## config.mk

```make
export PLATFORM = sky130hd
export DESIGN_NAME = regfile_write_port
export DESIGN_NICKNAME = d
export VERILOG_FILES = /design/src/rtl/regfile_write_port.sv
export SDC_FILE = /design/constraint.sdc
export NUM_CORES = 2
export LEC_CHECK = 0
export ABC_AREA = 1
export CORE_AREA = 2 2 432 434
export CTS_BUF_LIST = sky130_fd_sc_hd__clkbuf_2 sky130_fd_sc_hd__clkbuf_4 sky130_fd_sc_hd__clkbuf_8
export CTS_CLUSTER_SIZE = 10
export DETAILED_ROUTE_END_ITERATION = 8
export DIE_AREA = 0 0 434 436
export SYNTH_ARGS = -nofsm -noshare
export SYNTH_HDL_FRONTEND = slang
export SYNTH_SLANG_ARGS = --single-unit
```

## constraint.sdc

```tcl
create_clock -name clk -period 4.2 [get_ports clk]
set_input_delay 0.63 -clock clk [delete_from_list [all_inputs] [get_ports clk]]
set_output_delay 0.63 -clock clk [all_outputs]
set_load 0.005 [all_outputs]
```

## src/rtl/regfile_write_port.sv

```systemverilog
// Register file write side: 32 x DATA_W storage, byte-enabled writes, per-register written flags, sequential clear engine.
// Latency: an accepted write is visible on regsout one cycle later; a clear takes 32 cycles.
// Backpressure: wrready drops for the 32 clear cycles; a write offered then is not taken and must be held.
//
// Ports:
//   clk, rst_n        clock (rising edge), asynchronous active-low reset
//   wrvalid/wrready   write handshake; awr/din/byteen are the write address, data and byte enables
//   clrreq            start a whole-file clear (honoured only when idle)
//   busy              clear engine running
//   regsout           flat bus, register i on bits [DATA_W*i +: DATA_W]
//   written           bit i set once register i has taken any byte since the last reset/clear
module regfile_write_port #(
    parameter int DATA_W  = 32,
    parameter bit ZERO_R0 = 1'b1
) (
    input  logic                   clk,
    input  logic                   rst_n,
    input  logic                   wrvalid,
    output logic                   wrready,
    input  logic [4:0]             awr,
    input  logic [DATA_W-1:0]      din,
    input  logic [DATA_W/8-1:0]    byteen,
    input  logic                   clrreq,
    output logic                   busy,
    output logic [32*DATA_W-1:0]   regsout,
    output logic [31:0]            written
);

    localparam int NBYTES = DATA_W / 8;

    localparam logic [0:0] ST_IDLE  = 1'b0;
    localparam logic [0:0] ST_CLEAR = 1'b1;

    logic [0:0] state;
    logic [4:0] cnt;
    logic       wr_acc;

    // wrready is a flop that mirrors state==IDLE, so acceptance needs no extra decode.
    assign wr_acc = wrvalid && wrready;

    always_ff @(posedge clk or negedge rst_n) begin
        if (!rst_n) begin
            state   <= ST_IDLE;
            cnt     <= 5'd0;
            wrready <= 1'b1;
            busy    <= 1'b0;
        end else begin
            case (state)
                ST_IDLE: begin
                    if (clrreq) begin
                        state   <= ST_CLEAR;
                        cnt     <= 5'd0;
                        wrready <= 1'b0;
                        busy    <= 1'b1;
                    end
                end
                default: begin
                    // Counter wraps 31 -> 0 exactly on the exit edge.
                    cnt <= cnt + 5'd1;
                    if (cnt == 5'd31) begin
                        state   <= ST_IDLE;
                        wrready <= 1'b1;
                        busy    <= 1'b0;
                    end
                end
            endcase
        end
    end

    function automatic logic [DATA_W-1:0] merge_bytes(
        input logic [DATA_W-1:0] old_val,
        input logic [DATA_W-1:0] new_val,
        input logic [NBYTES-1:0] be
    );
        logic [DATA_W-1:0] res;
        res = old_val;
        for (int k = 0; k < NBYTES; k++) begin
            if (be[k]) res[8*k +: 8] = new_val[8*k +: 8];
        end
        return res;
    endfunction

    for (genvar i = 0; i < 32; i++) begin : g_reg
        logic [DATA_W-1:0] q;
        logic              w;
        logic              wr_hit;
        logic              clr_hit;

        // Writes to r0 are accepted but dropped when r0 is hardwired.
        assign wr_hit  = wr_acc && (awr == 5'(i)) && !(ZERO_R0 && (i == 0));
        // Writes and clears are mutually exclusive (writes only in IDLE).
        assign clr_hit = (state == ST_CLEAR) && (cnt == 5'(i));

        always_ff @(posedge clk or negedge rst_n) begin
            if (!rst_n) begin
                q <= '0;
                w <= 1'b0;
            end else if (clr_hit) begin
                q <= '0;
                w <= 1'b0;
            end else if (wr_hit) begin
                q <= merge_bytes(q, din, byteen);
                if (|byteen) w <= 1'b1;
            end
        end

        assign regsout[DATA_W*i +: DATA_W] = q;
        assign written[i]                  = w;
    end

endmodule
```

[After elaboration in Yosys (flattened, before gate mapping)]
Cells that the tools add are included.
Operators by class
  multiplexer cells: 140
  equal/unequal tests: 63
  reduce and logical (&&, ||, !) cells: 407
  $add $sub $neg: 1
Operators by type and width (number)
  32-bit two-way mux: 62
  2-bit nonzero test: 187
  2-bit AND reduction: 156
  5-bit == test, second input constant: 32
  5-bit by 4-bit == test with 1-bit output, second input constant: 16
  1-bit two-way mux: 72
  1-bit logical AND: 63
  5-bit by 3-bit == test with 1-bit output, second input constant: 8
  8-bit two-way mux: 4
  5-bit by 2-bit == test with 1-bit output, second input constant: 4
  5-bit by 1-bit == test with 1-bit output, second input constant: 2
  5-bit two-way mux: 2
  5-bit by 1-bit adder with 5-bit output, second input constant: 1
  4-bit OR reduction: 1
  2-bit by 1-bit != test with 1-bit output, second input constant: 1
Word-level totals
  logic and storage cells: 770
  output and inout port bits: 1058
  bits of input ports: 45
  register bits after elaboration: 1031

[Depth between registers and ports, before layout]
  depth in word-level cells: 4
  depth in mapped cells: 9
  mapped depth without buffers: 9

[Least setup slack after synthesis]
No wires, ideal clock.
  path type: reg-to-reg
  start: register cnt[0]
  end: register g_reg[15].q[0]
  path buffers: 2
  stages on the path, launching flop included: 10
  arrival: 1.764 ns
  setup time: 0.066 ns
  setup slack: 2.371 ns
  clock period less this slack: 1.829 ns
  required time: 4.134 ns
  path through: dfrtp_1 > ha_1 > inv_1 > nor2_1 > ha_1 > nand2_1 > clkbuf_1 > clkbuf_1 > nand3_1 > nand2_1
Between the ends
  cells in the longest elaborated chain, start to end: 4
  elaborated cells between the ends (all ways): 6
  those cells by class: eq/ne: 1; mux: 1; reduce/logical: 4
RTL lines
  from (decl): line 35  | logic [4:0] cnt;
  from (signal assigned): line 59  | cnt <= cnt + 5'd1;
  5-bit by 4-bit == test with 1-bit output (*): line 92  | assign clr_hit = (state == ST_CLEAR) && (cnt == 5'(i));
  1-bit logical AND (*): line 92
  2-bit nonzero test (no line)
  2-bit AND reduction (no line)
  to (signal assigned): line 102  | q <= merge_bytes(q, din, byteen);
  to (decl): line 84  | logic [DATA_W-1:0] q;
Mark *: on every way between the ends. The rest lies on a longest branch, timed or not.
A chain may end at the register's enable or synchronous reset.

[Worst setup path in the final report]
  start: register cnt[0]
  end: register g_reg[28].q[3]
Between the ends
  cells in the longest elaborated chain, start to end: 4
  elaborated cells between the ends (all ways): 6
  those cells by class: eq/ne: 1; mux: 1; reduce/logical: 4
RTL lines (line)
  5-bit == test (*): 92
  1-bit logical AND (*): 92
  2-bit nonzero test (no line)
  2-bit AND reduction (no line)
  to (signal assigned): 102
  to (decl): 84
Marks and branches as above.

==> impl_metrics.toml <==
[clock_tree]
cts_buffer_depth = 3
clock_sinks = 1031
cts_tree = "built"
cts_setup_buffers = 0
root_buffer = "clkbuf_8"
insertion_delay_ns = 0.99
cts.htree.levels = 4
path_clk_slew_ns = 0.06
numCtsBuffers = 187

[route]
first_pass_iters = 6
wl_met2_mm = 117
drtIter0Drc = 5624
wl_met1_mm = 93.8
drcViolationCount = 0
viasPerCell = 5.44
antenna_left = 0
wirelength_mm = 257
avgRoutedWirePerCell_um = 29.7
top_layer = "met5"
wl_met3_mm = 25.4
dr_total_vias = 47008

[layout]
fin_nets = 6067
final_core_util_pct = 33.8
fill_cells = 18916
drive_gt1_share_pct = 9.85
synthToLayoutAreaGrowth_pct = 36.7

[floorplan]
boundaryPins = 1103
initial_core_util_pct = 24.7
dieHeight_um = 436
rows = 158
dieArea_um2 = 189000
core_um2 = 185000
die_width_um = 434

[placement]
io_buffers = 1069
gp_congestion = 0.918
dp_hpwl_mm = 169

[pwr]
power.internal_mw = 23.8
p_seq_share_pct = 38.6
power_switching_mw = 12.5
power_density_nw_per_um2 = 582
ir_drop_v = 0.000352
switching_share_pct = 34.5
clkPwrFrac_pct = 28.8
pwr-share-comb_pct = 32.6
total_leakage_power_nw = 30.2

[logic_synthesis]
synth_cells = 5158
syn_avg_cell_area_um2 = 8.85
ys_seq_elements = 1031
netlist_area_um2 = 45700
yosysUniqueCellTypes = 23
yosysWarnings = 0
yosysSeqAreaShare_pct = 56.5

[hold_path]
hold_class = "primary input to register"

[sta]
clock.fmax_ghz = 0.328
fin_hold_ws_ns = 0.140
rsz0062_at_grt = "no"
tightest_slew_ns = 1.27
min_period_over_period_pct = 72.6
finalHoldViolations = 0
slew_viol_final = 0
fin_skew_ns = 0.0714
period_needed_ns = 3.05
setup_viol_count_final = 0
maxSlewHeadroom_pct = 15.7
fin_tns_setup_ns = 0

[worst_setup_path]
critical_path_class = "register to register"
crit_chain = "inv_1, ha_1, inv_1, nor2_1, nand2_2, buf_4, nand3_1, nand2_1"
crit_family = "simple AND/OR/NAND/NOR gates"
crit_top_cell = "inv_1"
cp_max_fo = 53
crit_slowest_cell = "nand2_2"
critPathBufInv = 3
end_kind = "register"
worstSetupStartpointType = "register"
slowest_delay_ns = 0.77
required_ns = 5.01
worstPathArrival_ns = 3.86

[global_routing]
grt_pass1_wl_mm = 351
grt_max_degree = 103
grt_overflow = 0
antenna_found_initial = 16
grt_pass1_vias = 43347
grtUsageTotal_pct = 26.2

[run]
maxCapViolCount = 0

[status]
status = "finished clean"
-- tightest hold or removal path, cell delays in order --
cell and delay, ns:
buf_8 0.19, nand4_1 0.16, nand2_1 0.05
-- synthesized netlist by cell type --
| library cell | number | share of area (%) |
|---|---|---|
| nor2_1 | 181 | 1.5 |
| nand3_2 | 24 | 0.53 |
| nor3_1 | 2 | 0.022 |
| nand2_1 | 1238 | 10 |
| nand2_2 | 3 | 0.041 |
| nand3_1 | 1147 | 13 |
| a21oi_1 | 16 | 0.18 |
| dfstp_2 | 1 | 0.058 |
| dfrtp_1 | 1030 | 56 |
| clkbuf_1 | 213 | 1.8 |
| nand4_1 | 801 | 11 |
| nor2_4 | 11 | 0.27 |
| ha_1 | 6 | 0.16 |
| inv_1 | 103 | 0.85 |
| buf_4 | 65 | 1.1 |
| nor2_2 | 6 | 0.082 |
| a21boi_0 | 16 | 0.26 |
| o22ai_1 | 1 | 0.014 |
| o21ai_0 | 3 | 0.033 |
| buf_6 | 2 | 0.049 |
| conb_1 | 1 | 0.0082 |
| buf_2 | 227 | 2.5 |
| buf_1 | 61 | 0.50 |
-- registers in the layout (all words and copies together) (netlist names) --
| signal | cells |
|---|---|
| cnt | 5 |
| wrready | 1 |
| g.w | 31 |
| g.q | 992 |
| state | 1 |
| busy | 1 |
-- repair_timing --
item / in CTS / in global routing
resized for setup: 0 / 0
hold endpoints to repair: 54 / 0
hold buffers: 1 / 0
-- power by group through the flow --
stage	clock (mW)	combinational (mW)	sequential, mW
final	10.5	11.8	14.0
after global routing	11.1	12.5	14.3
after CTS	10.6	11.8	14.0
after detailed placement	0	11.8	14.1
after global placement	0	11.7	14.1
after floorplan	0	3.96	14.0
-- final cells by class --
cell class,count,area [µm²],area share (%)
inverter,103,387,0.619
sequential,1031,25800,41.3
clock buffer,300,3740,5.99
timing repair buffer,1205,11900,19.0
clock inverter,27,275,0.441
tap,2480,3100,4.97
multi-input combinational,3488,17200,27.6
antenna,9,22.5,0.0361
-- worst paths after layout --
kind / end / slack, ns / depth (start not counted) / startpoint
setup / recovery: g_reg[28].q[3]$_DFFE_PN0P_ / 1.15 / 8 / cnt[0]$_DFFE_PN0P_
max in group asynchronous: g_reg[17].q[3]$_DFFE_PN0P_ / 2.59 / 3 / rst_n
hold reg to reg: g_reg[16].q[2]$_DFFE_PN0P_ / 0.50 / 2 / g_reg[16].q[2]$_DFFE_PN0P_
hold / removal: g_reg[12].q[21]$_DFFE_PN0P_ / 0.14 / 3 / byteen[2]
setup reg to reg: g_reg[28].q[3]$_DFFE_PN0P_ / 1.15 / 8 / cnt[0]$_DFFE_PN0P_
min in group asynchronous: g_reg[3].q[11]$_DFFE_PN0P_ / 0.34 / 2 / rst_n
-- cells in the final DEF (no fill, tap or decap) --
master / Yosys / layout
nand3_1: 1147 / 1129
nand2_2: 3 / 13
conb_1: 1 / 33
nand2_1: 1238 / 1228
inv_8: 0 / 2
buf_2: 227 / 1
nand4_1: 801 / 801
dfstp_2: 1 / 1
nor3_1: 2 / 2
clkinv_2: 0 / 11
inv_12: 0 / 1
nand3_4: 0 / 3
a21boi_0: 16 / 16
buf_4: 65 / 148
ha_1: 6 / 6
clkinvlp_4: 0 / 3
dfrtp_1: 1030 / 1030
a21oi_1: 16 / 16
inv_1: 103 / 103
bufinv_16: 0 / 3
buf_12: 0 / 18
clkinv_8: 0 / 1
buf_8: 0 / 5
dlygate4sd3_1: 0 / 1
clkbuf_8: 0 / 238
clkdlybuf4s50_1: 0 / 1032
clkinv_4: 0 / 3
nor2_1: 181 / 147
o21ai_0: 3 / 3
clkbuf_4: 0 / 62
nor2_2: 6 / 29
nand3_2: 24 / 39
inv_6: 0 / 3
diode_2: 0 / 9
nor2_4: 11 / 22
o22ai_1: 1 / 1
-- through the flow --
| stage | setup slack, ns | cells | power [mW] | area [µm²] |
|---|---|---|---|---|
| floorplan | 2.37 | 5190 | 18.0 | 45800 |
| global placement | 0.958 | 8306 | 25.7 | 58400 |
| finish | 1.15 | 8643 | 36.3 | 62400 |
| CTS | 1.06 | 8634 | 36.4 | 62400 |
| detailed placement | 0.892 | 8306 | 25.9 | 58400 |
| global route | 0.862 | 8640 | 37.8 | 62400 |
-- logic make-up after synthesis --
logic type      Yosys count  synth area share, %
fa+ha+maj                 6                0.164
other cells               1              0.00821
simple gates           3413                 36.1
flops                  1031                 56.5
buf+inv                 671                 6.70
compound gates           36                0.485
-- metal layers --
metal | GRT usage [%] | up-vias
met3 | 7.26 | 800
met5 | 0 | -
li1 | - | 19606
met1 | 31.1 | 23491
met2 | 41.3 | 3107
met4 | 17.1 | 4
Power figures use the tool's default switching activity.
